`config.mk`:
```
export PLATFORM = sky130hd
export DESIGN_NAME = board_row_fetch
export DESIGN_NICKNAME = d
export VERILOG_FILES = /design/src/rtl/tetris_pkg.sv /design/src/rtl/fifo_pop_ctrl.sv /design/src/rtl/board_row_fetch.sv
export SDC_FILE = /design/constraint.sdc
export NUM_CORES = 1
export LEC_CHECK = 0
export BUFFER_PORTS_ARGS = -buffer_cell sky130_fd_sc_hd__buf_2
export CAP_MARGIN = 20
export CORE_ASPECT_RATIO = 0.6
export CORE_UTILIZATION = 40
export DETAILED_ROUTE_END_ITERATION = 7
export PLACE_DENSITY_LB_ADDON = 0.12
export SETUP_SLACK_MARGIN = 0.05
export SYNTH_ARGS = -nofsm -noshare
export SYNTH_HDL_FRONTEND = slang
export SYNTH_SLANG_ARGS = --single-unit
```
`constraint.sdc`:
```
create_clock -name Clk -period 6.9 [get_ports Clk]
set_input_delay 0.69 -clock Clk [delete_from_list [all_inputs] [get_ports Clk]]
set_output_delay 0.69 -clock Clk [all_outputs]
set_load 0.05 [all_outputs]
```
`src/rtl/tetris_pkg.sv`:
```
// Board geometry, cell word type and row-fetch state encoding shared by the
// row fetcher, colour mapper and game logic.
package tetris_pkg;

  localparam int ROW_CELLS  = 10;
  localparam int BOARD_ROWS = 20;

  typedef logic [15:0] cell_t;

  typedef enum logic [1:0] {
    IDLE  = 2'd0,
    LOAD  = 2'd1,
    FETCH = 2'd2,
    DONE  = 2'd3
  } fetch_state_t;

endpackage

```
`src/rtl/fifo_pop_ctrl.sv`:
```
// Read-FIFO pop pacing: issues up to ROW_CELLS pops, never more than the FIFO holds,
// and tracks which returned word lands in which cell. rd_req is combinational on rd_use.
module fifo_pop_ctrl #(
  parameter int ROW_CELLS = 10,
  parameter int IDX_W     = $clog2(ROW_CELLS + 1)
) (
  input  logic             Clk,
  input  logic             Reset,
  input  logic             clr,
  input  logic             en,
  input  logic [15:0]      rd_use,
  output logic             rd_req,
  output logic             capture,
  output logic [IDX_W-1:0] cap_idx
);

  logic [IDX_W-1:0] issued_q, issued_d;
  logic [IDX_W-1:0] cap_idx_q, cap_idx_d;
  logic             inflight_q, inflight_d;

  // rd_use does not yet reflect last cycle's pop, so that word is discounted.
  always_comb begin
    rd_req     = en && (issued_q < IDX_W'(ROW_CELLS)) && (rd_use > {15'd0, inflight_q});
    issued_d   = issued_q;
    cap_idx_d  = cap_idx_q;
    inflight_d = rd_req;
    if (clr) begin
      issued_d   = '0;
      cap_idx_d  = '0;
      inflight_d = 1'b0;
    end else begin
      if (rd_req)     issued_d  = issued_q + IDX_W'(1);
      if (inflight_q) cap_idx_d = cap_idx_q + IDX_W'(1);
    end
  end

  always_ff @(posedge Clk or posedge Reset) begin
    if (Reset) begin
      issued_q   <= '0;
      cap_idx_q  <= '0;
      inflight_q <= 1'b0;
    end else begin
      issued_q   <= issued_d;
      cap_idx_q  <= cap_idx_d;
      inflight_q <= inflight_d;
    end
  end

  assign capture = inflight_q;
  assign cap_idx = cap_idx_q;

endmodule

```
`src/rtl/board_row_fetch.sv`:
```
// Fetches one playfield row from the SDRAM read FIFO into a parallel row buffer.
// Minimum 13 cycles request-to-ready; requests arriving mid-fetch queue as one pending (latest wins).
module board_row_fetch #(
  parameter int          ROW_CELLS   = tetris_pkg::ROW_CELLS,
  parameter int          BOARD_ROWS  = tetris_pkg::BOARD_ROWS,
  parameter logic [24:0] BASE_ADDR   = 25'h0,
  parameter int          STRIDE_LOG2 = 4,
  parameter int          TIMEOUT     = 1024
) (
  input  logic                                Clk,
  input  logic                                Reset,
  input  logic                                row_ld,
  input  logic [7:0]                          row_num,
  output logic                                row_ready,
  output logic                                row_err,
  output tetris_pkg::cell_t [ROW_CELLS-1:0]   row_data,
  output logic [24:0]                         rd_addr,
  output logic                                rd_load,
  output logic                                rd_req,
  input  logic [15:0]                         rd_data,
  input  logic [15:0]                         rd_use
);
  import tetris_pkg::*;

  localparam int IDX_W = $clog2(ROW_CELLS + 1);
  localparam int TO_W  = $clog2(TIMEOUT + 1);

  fetch_state_t            state_q, state_d;
  logic [7:0]              row_q, row_d;
  logic [7:0]              pend_num_q, pend_num_d;
  logic                    pend_q, pend_d;
  logic                    row_ready_q, row_ready_d;
  logic                    row_err_q, row_err_d;
  logic                    rd_load_q, rd_load_d;
  logic [24:0]             rd_addr_q, rd_addr_d;
  cell_t [ROW_CELLS-1:0]   row_data_q, row_data_d;
  logic [TO_W-1:0]         to_q, to_d;

  logic                    pop_clr, pop_en, capture, timeout_hit, accept;
  logic [IDX_W-1:0]        cap_idx;
  logic [7:0]              ld_num;

  function automatic logic in_range(input logic [7:0] n);
    return int'(n) < BOARD_ROWS;
  endfunction

  function automatic logic [24:0] row_addr(input logic [7:0] n);
    return BASE_ADDR + (25'(n) << STRIDE_LOG2);
  endfunction

  fifo_pop_ctrl #(
    .ROW_CELLS (ROW_CELLS),
    .IDX_W     (IDX_W)
  ) u_pop (
    .Clk     (Clk),
    .Reset   (Reset),
    .clr     (pop_clr),
    .en      (pop_en),
    .rd_use  (rd_use),
    .rd_req  (rd_req),
    .capture (capture),
    .cap_idx (cap_idx)
  );

  assign timeout_hit = (state_q == FETCH) && !capture && (to_q == TO_W'(TIMEOUT - 1));
  assign pop_clr     = (state_q == LOAD);
  assign pop_en      = (state_q == FETCH) && !timeout_hit;
  // A fresh request overrides the stored one when both are present in DONE.
  assign ld_num      = row_ld ? row_num : pend_num_q;
  assign accept      = ((state_q == IDLE) || (state_q == DONE)) && (row_ld || pend_q);

  always_comb begin
    state_d     = state_q;
    row_d       = row_q;
    pend_d      = pend_q;
    pend_num_d  = pend_num_q;
    row_ready_d = row_ready_q;
    row_err_d   = row_err_q;
    rd_load_d   = 1'b0;
    rd_addr_d   = rd_addr_q;
    row_data_d  = row_data_q;
    to_d        = to_q;

    if (accept) begin
      row_d       = ld_num;
      pend_d      = 1'b0;
      row_ready_d = 1'b0;
      row_err_d   = 1'b0;
      state_d     = LOAD;
      if (in_range(ld_num)) begin
        rd_load_d = 1'b1;
        rd_addr_d = row_addr(ld_num);
      end
    end

    case (state_q)
      LOAD: begin
        row_data_d = '0;
        to_d       = '0;
        if (in_range(row_q)) begin
          state_d = FETCH;
        end else begin
          state_d     = DONE;
          row_ready_d = 1'b1;
        end
      end
      FETCH: begin
        to_d = capture ? '0 : to_q + TO_W'(1);
        for (int i = 0; i < ROW_CELLS; i++) begin
          if (capture && (cap_idx == IDX_W'(i))) row_data_d[i] = rd_data;
        end
        if (capture && (cap_idx == IDX_W'(ROW_CELLS - 1))) begin
          state_d     = DONE;
          row_ready_d = 1'b1;
        end else if (timeout_hit) begin
          state_d     = DONE;
          row_ready_d = 1'b1;
          row_err_d   = 1'b1;
        end
      end
      default: ;
    endcase

    if (((state_q == LOAD) || (state_q == FETCH)) && row_ld) begin
      pend_d     = 1'b1;
      pend_num_d = row_num;
    end
  end

  always_ff @(posedge Clk or posedge Reset) begin
    if (Reset) begin
      state_q     <= IDLE;
      row_q       <= '0;
      pend_q      <= 1'b0;
      pend_num_q  <= '0;
      row_ready_q <= 1'b0;
      row_err_q   <= 1'b0;
      rd_load_q   <= 1'b0;
      rd_addr_q   <= BASE_ADDR;
      row_data_q  <= '0;
      to_q        <= '0;
    end else begin
      state_q     <= state_d;
      row_q       <= row_d;
      pend_q      <= pend_d;
      pend_num_q  <= pend_num_d;
      row_ready_q <= row_ready_d;
      row_err_q   <= row_err_d;
      rd_load_q   <= rd_load_d;
      rd_addr_q   <= rd_addr_d;
      row_data_q  <= row_data_d;
      to_q        <= to_d;
    end
  end

  assign row_ready = row_ready_q;
  assign row_err   = row_err_q;
  assign row_data  = row_data_q;
  assign rd_addr   = rd_addr_q;
  assign rd_load   = rd_load_q;

endmodule

```
==> metrics.cfg <==
[run_status]
status = completed

[timing]
period_needed_ns = 3.246
finalCritPeriodShare_pct = 47.04
final-hold-violation-count = 0
timing_worst_slew_pin_value_ns = 1.037
timing.final.setup_violations = 0
timing.fmax_mhz = 308.1
rsz0062_at_grt = false
slew-limit-headroom_pct = 30.64
timing_max_transition_violations_final = 0
fin_hold_ws_ns = 0.3571
finClkSkew_ns = 0.01049
fin_tns_setup_ns = 0

[power]
power.static_leakage_nw = 5.257
power.ir.vdd_worst_mv = 0.1786
power_per_cell_area_nw_per_um2 = 329.2

[layout]
multiInputGateArea_sq_um = 2929
final.fill_count = 1907
flow.area_growth_from_synthesis_pct = 22.94
utilization_pct = 51.13
post_route_cells_drive_above_1_share_pct = 27.29
final-seq-area_sq_um = 5205
nets = 1064
final_design_area_no_fill_sq_um = 10420

[route]
routed_wirelength_um = 23990
first_pass_iters = 5
antenna_violating_nets_post_route = 0
remaining_drc_errors = 0
post_drt_wl_per_cell_um = 18.44
vias = 6635
drt-initial-drc-count = 564
drt-vias-per-instance = 5.100

[setup_path]
cell_type_group_with_the_largest_total_delay_on_the_critical_path = simple AND/OR/NAND/NOR gates
r2r_cells = 7
worst_path_buf_inv = 1
list_of_cells_traversed_by_the_critical_path = ha_1, o2111ai_1, or4_2, and4_4, buf_2
worstPathArrival_ns = 2.56
crit_path_max_incr_delay_ns = 0.57
regToRegStartpoint = state_q[0]$_DFF_PP0_
worst-r2r-setup-slack_ns = 4.00
critical_path.startpoint_type = flip-flop
critical_path_required_ns = 6.21
capturing_point_of_the_worst_reg2reg_path = row_data[21]$_DFFE_PP0P_
worst_path_class_setup = flip-flop to output pin
critical-path-slowest-cell = or4_2
crit_fanout = 12
setup.worst_path.end_class = output pin

[place]
gp_congestion = 0.7594
detailed_place.area_sq_um = 9641
post-dp-hpwl_um = 16140
port_buffers = 214

[hold_path]
hold_path_class = input pin to async pin

[floorplan]
floorplan.rows = 40
die_area_sq_um = 21780
start_util_pct = 41.59
die_h_um = 114.7
core_area_sq_um = 20370
die_width_um = 189.9
io-pin-count = 232

[grt]
maximum_number_of_pins_on_one_net_before_global_route_repair = 137
grt_util_all_layers_pct = 22.18
grt_pass1_vias = 6233
global_route_wire_length_before_repair_um = 37060
global_route.overflow_total = 0
antenna_found_initial = 2

[logic_synthesis]
yosysWarningCount = 0
synthDistinctLibCells = 46
ys_dominant_reg_cell = dfrtp_1
yosysSeqAreaShare_pct = 61.44
number_of_synthesized_register_bits = 208
postSynthAreaPerCell_sq_um = 10.24
synth_top_cell_by_area = dfrtp_1
synthTopCellsByArea = dfrtp_1, o21ai_0, nand3_1, nand2_1, clkbuf_1
asyncSetResetFlopFracSynth_pct = 100.0
synth_area_sq_um = 8472
synth_enable_flop_cells = 0
syn-instance-count = 827
synth_top_area_share_pct = 61.44

[clock_tree]
cts_tree = done
max-clock-path-buffers = 3
post_cts_resized = 0
cts_made_buffers = 21
cts.repair_timing.setup_buffer_count = 0
cts.sinks = 208
cts_hold_repair.buffers = 0
h-tree-depth = 1
cts-root-buf = clkbuf_16
clock_latency_ns = 0.49
clkSlewWorstSetupHoldPaths_ns = 0.06

[run]
drv_cap = 0

per-stage QoR:
step | setup WS [ns] | instances | power (mW)
after floorplan | 0.5292 | 843 | 2.006
after global placement | 3.961 | 1260 | 2.247
after detailed placement | 3.959 | 1260 | 2.246
after CTS | 3.630 | 1297 | 3.459
after global routing | 3.560 | 1299 | 3.602
final | 3.654 | 1301 | 3.428
sequential cells by signal, summed over array words and instances (netlist names):
signal	count
row_data	160
to_q	11
pend_num_q	8
rd_addr	8
row_q	6
u_pop.cap_idx	4
u_pop.issued_q	4
state_q	2
pend_q	1
rd_load	1
row_err	1
row_ready	1
u_pop.capture	1
routing by layer:
metal	global-route usage [%]	share of wire (%)	vias to the layer above
li1	-	-	3195
met1	35.20	51	3205
met2	29.93	39	210
met3	6.166	8.2	25
met4	3.817	1.3	0
met5	0	0	-
where the power goes:
part	switching (mW)	internal, mW
Combinational	0.651	0.194
Sequential	0.0668	1.31
Clock	0.468	0.737
Total	1.19	2.24
worst reg2reg max path: stages (launching register included):
cell     delay, ns
dfrtp_1       0.38
inv_1         0.08
ha_1          0.46
inv_1         0.19
nand2_4       0.51
buf_4         0.83
nand3_1       0.24
o21ai_0       0.13
worst max-delay path by stage:
stage | from | endpoint | slack (ns) | depth (start not counted)
floorplan | Reset | pend_num_q[0]$_DFFE_PP0P_ | 0.53 | 1
global placement | rd_use[6] | rd_req | 3.96 | 6
detailed placement | rd_use[6] | rd_req | 3.96 | 6
CTS | u_pop.capture$_DFF_PP0_ | rd_req | 3.63 | 5
global route | u_pop.capture$_DFF_PP0_ | rd_req | 3.56 | 5
finish | u_pop.capture$_DFF_PP0_ | rd_req | 3.65 | 5
cell usage in the layout, fill, tap and decap left out, types with 2 or more instances in the layout:
cell type,instances
nor2_1,22
diode_2,2
clkbuf_8,6
clkbuf_1,5
a21oi_1,5
nand3_1,119
clkinv_2,2
conb_1,17
buf_4,6
dfrtp_1,208
nand2_1,119
buf_2,214
xor2_1,8
inv_1,10
nor2b_1,8
nor4_1,2
mux2_2,13
ha_1,9
bufinv_16,3
nor4_2,2
clkbuf_16,21
and4_4,2
nand4_1,6
o21ai_0,176
and4_1,3
mux2i_1,11
and3_1,3
final cells by class:
| class | instances | area share, % |
|---|---|---|
| Antenna cell | 2 | 0.04805 |
| Clock buffer | 32 | 6.019 |
| Clock inverter | 5 | 0.9611 |
| Inverter | 11 | 0.4685 |
| Multi-Input combinational cell | 548 | 28.12 |
| Sequential cell | 208 | 49.98 |
| Tap cell | 273 | 3.280 |
| Timing Repair Buffer | 222 | 11.12 |
synthesized netlist by cell type (all sizes together), types with 2 or more instances:
library cell and count:
or3 2, o21ai 177, inv 11, nand4 6, dfrtp 208, nor4 4
nand2 120, mux2i 11, ha 9, and3 3, clkbuf 51, xor2 8
buf 25, mux2 14, a21oi 5, nor2b 8, nor2 22, or4 2
and4 5, nand3 120
logic make-up after synthesis:
family / count (synthesis) / share of synthesized area [%]
flip-flops: 208 / 61.44
adder cells (fa/ha/maj): 9 / 1.329
XOR/XNOR: 9 / 0.9305
AO/OA/AOI/OAI: 190 / 11.49
AND/OR/NAND/NOR: 298 / 16.78
other: 1 / 0.04426
buffers and inverters: 87 / 4.785
multiplexers: 25 / 3.205
(Power assumes the default switching activity.)
